[config.mk]
export PLATFORM = sky130hd
export DESIGN_NAME = leglite_seq_ctrl
export DESIGN_NICKNAME = d
export VERILOG_FILES = /design/src/rtl/leglite_pkg.sv /design/src/rtl/leglite_decode.sv /design/src/rtl/leglite_seq_ctrl.sv
export SDC_FILE = /design/constraint.sdc
export NUM_CORES = 1
export LEC_CHECK = 0
export CORE_MARGIN = 1.5
export CORE_UTILIZATION = 43
export CTS_CLUSTER_DIAMETER = 120
export CTS_CLUSTER_SIZE = 40
export DETAILED_ROUTE_END_ITERATION = 12
export PLACE_DENSITY = 0.79
export RECOVER_POWER = 50
export REMOVE_ABC_BUFFERS = 1
export SYNTH_ARGS = -nofsm -noshare
export SYNTH_HDL_FRONTEND = slang
export SYNTH_SLANG_ARGS = --single-unit
[constraint.sdc]
create_clock -name clk -period 2.3 [get_ports clk]
set_input_delay 0.46 -clock clk [delete_from_list [all_inputs] [get_ports clk]]
set_output_delay 0.46 -clock clk [all_outputs]
set_load 0.1 [all_outputs]
[src/rtl/leglite_pkg.sv]
`default_nettype none
// ============================================================================
// Module      : leglite_pkg
// Description : Shared definitions for the LEGLite core: sequencer state
//               codes, opcode constants, ALU operation encodings and the
//               instruction class used by the controller and datapath.
// Revision    : 1.0 - initial release
// ============================================================================
package leglite_pkg;

    // Sequencer states; codes 5..7 are never entered.
    typedef enum logic [2:0] {
        ST_FETCH  = 3'd0,
        ST_DECODE = 3'd1,
        ST_EXEC   = 3'd2,
        ST_MEM    = 3'd3,
        ST_WB     = 3'd4
    } state_t;

    // Opcode field ir[15:13]
    localparam logic [2:0] C_OP_ADD  = 3'b000;
    localparam logic [2:0] C_OP_SUB  = 3'b001;
    localparam logic [2:0] C_OP_AND  = 3'b010;
    localparam logic [2:0] C_OP_OR   = 3'b011;
    localparam logic [2:0] C_OP_ADDI = 3'b100;
    localparam logic [2:0] C_OP_LD   = 3'b101;
    localparam logic [2:0] C_OP_ST   = 3'b110;
    localparam logic [2:0] C_OP_CBZ  = 3'b111;

    // ALU operation encodings
    localparam logic [2:0] C_ALU_ADD = 3'b000;
    localparam logic [2:0] C_ALU_SUB = 3'b001;
    localparam logic [2:0] C_ALU_AND = 3'b010;
    localparam logic [2:0] C_ALU_OR  = 3'b011;

    // Instruction class steering the sequencer after EXEC
    typedef enum logic [1:0] {
        CLS_ALU = 2'd0,
        CLS_LD  = 2'd1,
        CLS_ST  = 2'd2,
        CLS_CBZ = 2'd3
    } iclass_t;

endpackage
`default_nettype wire

[src/rtl/leglite_decode.sv]
`default_nettype none
// ============================================================================
// Module      : leglite_decode
// Description : Pure combinational opcode decoder.
// Ports       : i_opcode     - ir[15:13]
//               o_alu_op     - ALU operation select
//               o_alu_src    - 1 selects the sign-extended immediate
//               o_mem_to_reg - write-back source is memory (LD)
//               o_class      - instruction class for the sequencer
// Revision    : 1.0 - initial release
// ============================================================================
module leglite_decode
    import leglite_pkg::*;
(
    input  logic [2:0] i_opcode,
    output logic [2:0] o_alu_op,
    output logic       o_alu_src,
    output logic       o_mem_to_reg,
    output iclass_t    o_class
);

    always_comb begin
        o_alu_op     = C_ALU_ADD;
        o_alu_src    = 1'b0;
        o_mem_to_reg = 1'b0;
        o_class      = CLS_ALU;
        case (i_opcode)
            C_OP_ADD:  o_alu_op = C_ALU_ADD;
            C_OP_SUB:  o_alu_op = C_ALU_SUB;
            C_OP_AND:  o_alu_op = C_ALU_AND;
            C_OP_OR:   o_alu_op = C_ALU_OR;
            C_OP_ADDI: o_alu_src = 1'b1;
            C_OP_LD: begin
                o_alu_src    = 1'b1;
                o_mem_to_reg = 1'b1;
                o_class      = CLS_LD;
            end
            C_OP_ST: begin
                o_alu_src = 1'b1;
                o_class   = CLS_ST;
            end
            C_OP_CBZ: begin
                // Zero test is done as a subtract in the datapath
                o_alu_op = C_ALU_SUB;
                o_class  = CLS_CBZ;
            end
            default: o_class = CLS_ALU;
        endcase
    end

endmodule
`default_nettype wire

[src/rtl/leglite_seq_ctrl.sv]
`default_nettype none
// ============================================================================
// Module      : leglite_seq_ctrl
// Description : Multi-cycle sequencing controller for the LEGLite core.
//               FETCH -> DECODE -> EXEC -> (MEM) -> (WB) -> FETCH, with
//               handshaked instruction and data memory accesses and a
//               retired-instruction counter.
// Ports       : clk, rst_n (async, active low)
//               o_imem_req / i_imem_ack / i_instr  - instruction fetch
//               o_dmem_req / o_dmem_we / i_dmem_ack - data access
//               o_pc_en, o_branch                  - PC update strobes
//               o_reg_write, o_alu_src, o_alu_op, o_mem_to_reg - datapath
//               o_ir, o_state, o_instr_count       - status
// Revision    : 1.0 - initial release
// ============================================================================
module leglite_seq_ctrl
    import leglite_pkg::*;
(
    input  logic        clk,
    input  logic        rst_n,
    output logic        o_imem_req,
    input  logic        i_imem_ack,
    input  logic [15:0] i_instr,
    output logic        o_dmem_req,
    output logic        o_dmem_we,
    input  logic        i_dmem_ack,
    output logic        o_pc_en,
    output logic        o_branch,
    output logic        o_reg_write,
    output logic        o_alu_src,
    output logic [2:0]  o_alu_op,
    output logic        o_mem_to_reg,
    output logic [15:0] o_ir,
    output logic [2:0]  o_state,
    output logic [15:0] o_instr_count
);

    state_t      r_state;
    state_t      w_next_state;
    logic [15:0] r_ir;
    logic [15:0] r_instr_count;
    // Low while in reset and for the cycle in which reset is released, so the
    // fetch request only appears from the first full cycle after release.
    logic        r_live;

    logic        w_imem_req;
    logic        w_dmem_req;
    logic        w_dmem_we;
    logic        w_pc_en;
    logic        w_branch;
    logic        w_reg_write;
    logic        w_mem_to_reg;
    logic        w_dec_mem_to_reg;
    logic [2:0]  w_alu_op;
    logic        w_alu_src;
    iclass_t     w_class;

    leglite_decode u_decode (
        .i_opcode     (r_ir[15:13]),
        .o_alu_op     (w_alu_op),
        .o_alu_src    (w_alu_src),
        .o_mem_to_reg (w_dec_mem_to_reg),
        .o_class      (w_class)
    );

    always_ff @(posedge clk or negedge rst_n) begin
        if (!rst_n) begin
            r_state       <= ST_FETCH;
            r_ir          <= 16'h0000;
            r_instr_count <= 16'h0000;
            r_live        <= 1'b0;
        end else begin
            r_state <= w_next_state;
            r_live  <= 1'b1;
            if (w_imem_req && i_imem_ack) begin
                r_ir <= i_instr;
            end
            if (w_pc_en) begin
                r_instr_count <= r_instr_count + 16'd1;
            end
        end
    end

    always_comb begin
        w_next_state = r_state;
        w_imem_req   = 1'b0;
        w_dmem_req   = 1'b0;
        w_dmem_we    = 1'b0;
        w_pc_en      = 1'b0;
        w_branch     = 1'b0;
        w_reg_write  = 1'b0;
        w_mem_to_reg = 1'b0;
        case (r_state)
            ST_FETCH: begin
                w_imem_req = r_live;
                if (r_live && i_imem_ack) begin
                    w_next_state = ST_DECODE;
                end
            end
            ST_DECODE: w_next_state = ST_EXEC;
            ST_EXEC: begin
                case (w_class)
                    CLS_LD, CLS_ST: w_next_state = ST_MEM;
                    CLS_CBZ: begin
                        w_pc_en      = 1'b1;
                        w_branch     = 1'b1;
                        w_next_state = ST_FETCH;
                    end
                    default: w_next_state = ST_WB;
                endcase
            end
            ST_MEM: begin
                w_dmem_req = 1'b1;
                w_dmem_we  = (w_class == CLS_ST);
                if (i_dmem_ack) begin
                    if (w_class == CLS_ST) begin
                        // A store retires in its ack cycle; this is the one
                        // strobe that must follow the ack to keep ST at 4 cycles.
                        w_pc_en      = 1'b1;
                        w_next_state = ST_FETCH;
                    end else begin
                        w_next_state = ST_WB;
                    end
                end
            end
            ST_WB: begin
                w_reg_write  = 1'b1;
                w_pc_en      = 1'b1;
                w_mem_to_reg = w_dec_mem_to_reg;
                w_next_state = ST_FETCH;
            end
            default: w_next_state = ST_FETCH;
        endcase
    end

    assign o_imem_req    = w_imem_req;
    assign o_dmem_req    = w_dmem_req;
    assign o_dmem_we     = w_dmem_we;
    assign o_pc_en       = w_pc_en;
    assign o_branch      = w_branch;
    assign o_reg_write   = w_reg_write;
    assign o_mem_to_reg  = w_mem_to_reg;
    assign o_alu_op      = w_alu_op;
    assign o_alu_src     = w_alu_src;
    assign o_ir          = r_ir;
    assign o_state       = r_state;
    assign o_instr_count = r_instr_count;

endmodule
`default_nettype wire
== After elaboration in Yosys (flattened, before gate mapping) ==
Cells that the tools add are included.
W data, S select, Z words.

* Add/sub/neg operators: 1
* Reductions and logical operators: 7
* Mux-type cells: 19
* Equal/unequal tests: 16

{| class="wikitable"
|+ Operators by type and width
! kind !! number
|-
| $add A16 B1 Y16 const B || 1
|-
| $eq A3 B3 Y1 const B || 5
|-
| $eq A3 B2 Y1 const B || 4
|-
| $pmux W2 S3 || 2
|-
| $pmux W3 S4 || 1
|-
| $mux W1 || 11
|-
| $mux W3 || 3
|-
| $eq A3 B1 Y1 const B || 2
|-
| $pmux W3 S2 || 1
|-
| $eq A2 B2 Y1 const B || 2
|-
| $ne A2 B2 Y1 const B || 2
|-
| $reduce_or A2 Y1 || 2
|-
| $logic_not A3 Y1 || 1
|-
| $pmux W1 S3 || 1
|-
| $reduce_or A3 Y1 || 1
|-
| $eq A2 B1 Y1 const B || 1
|-
| $logic_and A1 B1 Y1 || 2
|-
| $reduce_and A2 Y1 || 1
|}

* Word-level logic and storage cells: 47
* Bits of input ports: 20
* Bits in registers: 36
* Output and inout bits: 46

== Longest topological paths before layout ==
Gate-level depths: netlist of the first run.

* Depth in word-level cells: 6
* Gate-level depth with buffers: 8

== Cells and area by module ==
From an unflattened synthesis of the first run, not the netlist that was laid out.

* Cell total of the unflattened synthesis: 134
* Area, all modules: 1680.4 um2

{| class="wikitable"
|+ Modules (own cells, without submodules)
! module !! cells an instance !! times used !! area each (um2)
|-
| leglite_seq_ctrl || 125 || 1 || 1625.3
|-
| leglite_decode || 9 || 1 || 55.1
|}

== Least setup slack after synthesis of the first run ==
Ideal clock, no wire load.

* Path kind: reg2reg
* From: register r_state[1], in the netlist o_state[1]
* To: register r_ir[15], in the netlist o_ir[15]
* Clock period less this slack: 4072 ps
* Stages on the path, launching flop included: 6
* Arrival: 3946 ps
* Path buffers: 2
* Setup slack: -1772 ps
* Cell sequence: dfrtp_1 -> buf_2 -> nor4b_2 -> nand2_1 -> buf_4 -> mux2_2

* Word-level cells in the longest chain between the ends: 3

{| class="wikitable"
|+ RTL lines
! item !! line !! source
|-
| start: declaration || leglite_seq_ctrl.sv:38 || <nowiki>state_t r_state;</nowiki>
|-
| start signal: assignment || leglite_seq_ctrl.sv:73 || <nowiki>r_state <= w_next_state;</nowiki>
|-
| $logic_not A3 Y1 || leglite_seq_ctrl.sv:93 || <nowiki>case (r_state)</nowiki>
|-
| $mux W1 || leglite_seq_ctrl.sv:93 ||
|-
| named net o_imem_req || leglite_seq_ctrl.sv:21 || <nowiki>output logic o_imem_req,</nowiki>
|-
| $logic_and A1 B1 Y1 || leglite_seq_ctrl.sv:75 || <nowiki>if (w_imem_req && i_imem_ack) begin</nowiki>
|-
| end signal: assignment || leglite_seq_ctrl.sv:76 || <nowiki>r_ir <= i_instr;</nowiki>
|-
| end: declaration || leglite_seq_ctrl.sv:40 || <nowiki>logic [15:0] r_ir;</nowiki>
|}

The timed path passes the listed nets, and every way through them passes these cells.
A chain may end at the register's enable or synchronous reset.

== Worst setup path after layout of the first run ==
* From: register r_ir[15], in the netlist o_ir[15]
* To: output o_pc_en

* Word-level cells in the longest chain between the ends: 6
* Elaborated cells on any way between the ends: 10
* Those cells by class: eq/ne: 5; mux: 5

{| class="wikitable"
|+ RTL lines
! item !! line !! source
|-
| $eq A3 B3 Y1 || leglite_decode.sv:27 || <nowiki>case (i_opcode)</nowiki>
|-
| $pmux W2 S3 * || leglite_decode.sv:27 ||
|-
| $eq A2 B2 Y1 || leglite_seq_ctrl.sv:116 || <nowiki>if (w_class == CLS_ST) begin</nowiki>
|-
| $mux W1 || leglite_seq_ctrl.sv:116 ||
|-
| $mux W1 || leglite_seq_ctrl.sv:115 || <nowiki>if (i_dmem_ack) begin</nowiki>
|-
| $pmux W1 S3 * || leglite_seq_ctrl.sv:93 ||
|-
| end: declaration || leglite_seq_ctrl.sv:27 || <nowiki>output logic o_pc_en,</nowiki>
|}

Mark *: on every way between the ends. The rest lies on a longest branch, timed or not.

==> results of run 1 <==
## metal layers
layer	vias up	wire (µm)	global-route usage, %
met5	-	0	0
met4	0	68	7.031
met3	6	174	3.938
met2	38	2231	36.10
met1	660	1505	21.68
li1	614	-	-
## repair_timing
action | in CTS | in global routing
gates resized for setup | 4 | 3
pin swaps | 3 | 3
endpoints found under the setup margin | 1 | 1
buffers inserted | 5 | 1
endpoints found under the hold margin | 0 | 0
hold buffers | 0 | 0
## state kept, by name (all words and copies together) (netlist names)
register,count
o_instr_count,16
o_ir,16
o_state,3
r_live,1
## through the flow
step,area [µm²],cells,hold slack [ps],setup TNS (ps),util [%]
after global routing,2536,259,505.3,-33.83,68.25
final,2536,259,489.8,0,68.25
after CTS,2519,258,488.8,0,67.78
after detailed placement,2346,245,477.0,0,63.13
after global placement,2346,245,462.0,0,63.13
after floorplan,1640,129,164.4,-47460,-
## path summary, 6_finish.rpt
path,from,endpoint,depth (start not counted)
max in group asynchronous,rst_n,o_ir[14],2
worst max register to register,o_ir[15],o_instr_count[1],8
min in group asynchronous,rst_n,o_instr_count[11],2
worst min-delay path,o_instr_count[15],o_instr_count[15],1
worst min register to register,o_instr_count[15],o_instr_count[15],1
worst max-delay path,o_ir[15],o_pc_en,6
## area by class of cell
type                    instances  area, µm²
inverters                       4      15.01
clock inverters                 1      30.03
repair buffers                 74      688.2
multi-input cells              89      745.7
flip-flops and latches         36      900.9
well taps                      48      60.06
clock buffers                   7      96.34
fillers                       300       1180
## cell families after synthesis
family | Yosys count
xor+xnor | 15
mux | 19
other cells | 2
buf+inv | 9
simple gates | 44
fa+ha+maj | 4
flops | 36
compound gates | 5
## cell usage in the layout, fill, tap and decap left out, drive strengths merged
| cell type | count |
|---|---|
| dlygate4sd3 | 1 |
| nor2 | 6 |
| mux2i | 2 |
| and2 | 2 |
| nand2 | 9 |
| and4b | 1 |
| nor2b | 1 |
| a211oi | 1 |
| inv | 4 |
| nor3b | 4 |
| a32oi | 1 |
| mux2 | 17 |
| a21boi | 2 |
| xor2 | 13 |
| nor3 | 3 |
| and3 | 3 |
| nand3 | 3 |
| ha | 4 |
| buf | 54 |
| and4bb | 1 |
| bufinv | 1 |
| a22oi | 1 |
| dfrtp | 36 |
| conb | 2 |
| and3b | 1 |
| clkbuf | 8 |
| nor4b | 3 |
| nand4 | 2 |
| xnor2 | 2 |
| clkdlybuf4s50 | 18 |
| nor4 | 5 |
==> results.txt, run 1 <==
For the number of iterations in the first detailed-routing pass, the log shows 4. In this run the cell area of the synthesized design comes to 1683 µm². The H-tree level count came out at 2. For this run, the total global-route usage over all layers was measured as 19.38%.

Across the run, the number of max-cap violations was 0. Yosys mapped the design onto 32 distinct sky130hd cell types. Setup repair after global routing could not meet its margin everywhere. The number of flops mapped to enable cells by yosys is 0. After detailed routing, the number of vias per cell comes to 5.089. The flow ran to the end, and the final reports show no timing, DRC or antenna violations.

STA classifies the critical path startpoint as a register. The portion of the clock cycle consumed by the worst path in the final layout is 99.17%. The logs give 3716 µm² for the floorplan core area and 6223 µm for the first-pass GRT wire length. The final count of hold timing violations is 0, and the clock input transition at the sequential cells of the worst setup and hold paths is 70 ps.

The run gives 1326 as the number of global-route vias before repair. For the deepest clock path buffer count, the log shows 2. The synthesized netlist devotes 3.048% of its cell area to compound gates.

From left edge to right edge, the die measures 65.56 µm. For this run, the post-layout net count is 234. The number of antenna violations at the first check in global routing is 0, and the synthesis-to-layout area growth is 50.71%. Among all flip-flop cells after synthesis, the most frequent one is sky130_fd_sc_hd__dfrtp_1. Among all cell types in the netlist, the one instantiated most often is sky130_fd_sc_hd__dfrtp_1.

Of the synthesized area, sequential elements account for 53.53%. For the worst-skew pair, the clock arrives at the later sink with an insertion delay of 290 ps. The run gives 134 as the gate count after technology mapping.

Cell type group with the largest total delay on the critical path: simple AND/OR/NAND/NOR gates. The logs give 290 ps for the setup slack of the worst register-to-register path and 66 for the top-level I/O count. Port buffering added 64 buffers.

The floorplan step defined a die boundary enclosing 4298 µm². For this run, asynchronously set or reset flops after synthesis account for 100.0%. The share of synthesized area in the top cell type comes to 53.53%. Of the total synthesized cell area, the portion taken by full adders, half adders and majority gates is 2.974%. Entering global routing, the biggest net connects 37 pins. The setup path with the least slack is of type reg2out.

The signal arrival time at the worst endpoint is 1820 ps, and the number of clock sinks is 36. The tools report the kind of end point of the critical path as a primary output. Detailed placement finished with a half-perimeter wire length of 2918 µm. After Yosys synthesis, XOR and XNOR cells account for 7.807% of the synthesized area. After synthesis, the largest family of logic cells by area is simple AND/OR/NAND/NOR gates. The multiplexer share of the synthesized area works out to 12.57%. After detailed routing, the number of remaining DRC violations is 0. TritonCTS created 5 clock buffers. The biggest area contributor in the post-synthesis netlist is sky130_fd_sc_hd__dfrtp_1.

The repair_antennas step left the layout with diodes totalling 0. The run gives 3979 µm as the final routed wirelength across all metal layers. The commonest cells after synthesis are sky130_fd_sc_hd__dfrtp_1 (36), sky130_fd_sc_hd__mux2_2 (17), sky130_fd_sc_hd__xor2_1 (13), sky130_fd_sc_hd__nand2_1 (9), sky130_fd_sc_hd__nor2_1 (6). Cells with a size suffix above 1 make up 43.13% of the layout. Ranked by total cell area, the synthesized netlist is headed by sky130_fd_sc_hd__dfrtp_1 (54%), sky130_fd_sc_hd__mux2_2 (11%), sky130_fd_sc_hd__xor2_1 (6.8%), sky130_fd_sc_hd__ha_1 (3.0%), sky130_fd_sc_hd__nand2_1 (2.0%). The slowest library cell on the worst path is sky130_fd_sc_hd__dfrtp_1. The die span in y is 65.56 µm, and the number of rows created at floorplan is 22. The actual slew at the worst max-slew pin works out to 844.7 ps.

The type of the tightest min-delay check was reg2reg. Along the worst path, the maximum fanout reaches 3. In the post-route analysis, the smallest setup slack over all paths is 19.03 ps. Via count of the routed design: 1318. The average instance in the mapped netlist occupies 12.56 µm².

Number of slew-limit violations in the final report: 0. For the worst setup path, the data required time is 1840 ps. Static timing analysis puts the maximum clock frequency at 0.4384 GHz.

OpenSTA, run right after detailed placement, puts the worst setup slack at 34.41 ps. Measured against its own limit, the worst slew margin works out to 43.68%. Global routing finished with a remaining overflow of 0.

The tree is rooted in a sky130_fd_sc_hd__clkbuf_8. The run gives 0 as the count of final setup violators. In this run, the number of DRC markers left after iteration 0 of detailed routing was 43.

The clock arrives with 9.274 ps of skew. The initial utilization of the core area, before any placement, comes to 45.29%. The fraction of the mapped netlist area in simple logic gates is 16.21%. Number of warning messages in the yosys log: 0. TritonCTS built the clock tree. Together, buffers and inverters on the worst path number 2.

After detailed routing, the average wire length per cell comes to 15.36 µm. The delay of the slowest cell on the worst path works out to 410 ps. The final estimated routing congestion in global placement is 0.8039. The critical path goes through and2_4 > ha_4 > and4b_2 > a211oi_4 > inv_2 > buf_12. Flip-flop and latch count after synthesis: 36. The detail route stage leaves a number of antenna-violating nets equal to 0.

The final period demand of the worst path came out at 2281 ps.
Power of run 1 is left out: the tool's default activity adds up to more than one toggle a clock period on the data nets, which glitch-free logic cannot reach.
==> run 2: changes to the inputs <==
CAP_MARGIN = 10   (was not set)
==> results of run 2 <==
Same layout as run 1: the final DEF is identical, and so are final timing and power.
Power of run 2 is left out for the same reason.
==> run 3: changes to the inputs <==
CTS_CLUSTER_DIAMETER = 200   (was 120)
==> results of run 3 <==
Same layout as run 1: the final DEF is identical, and so are final timing and power.
Power of run 3 is left out for the same reason.
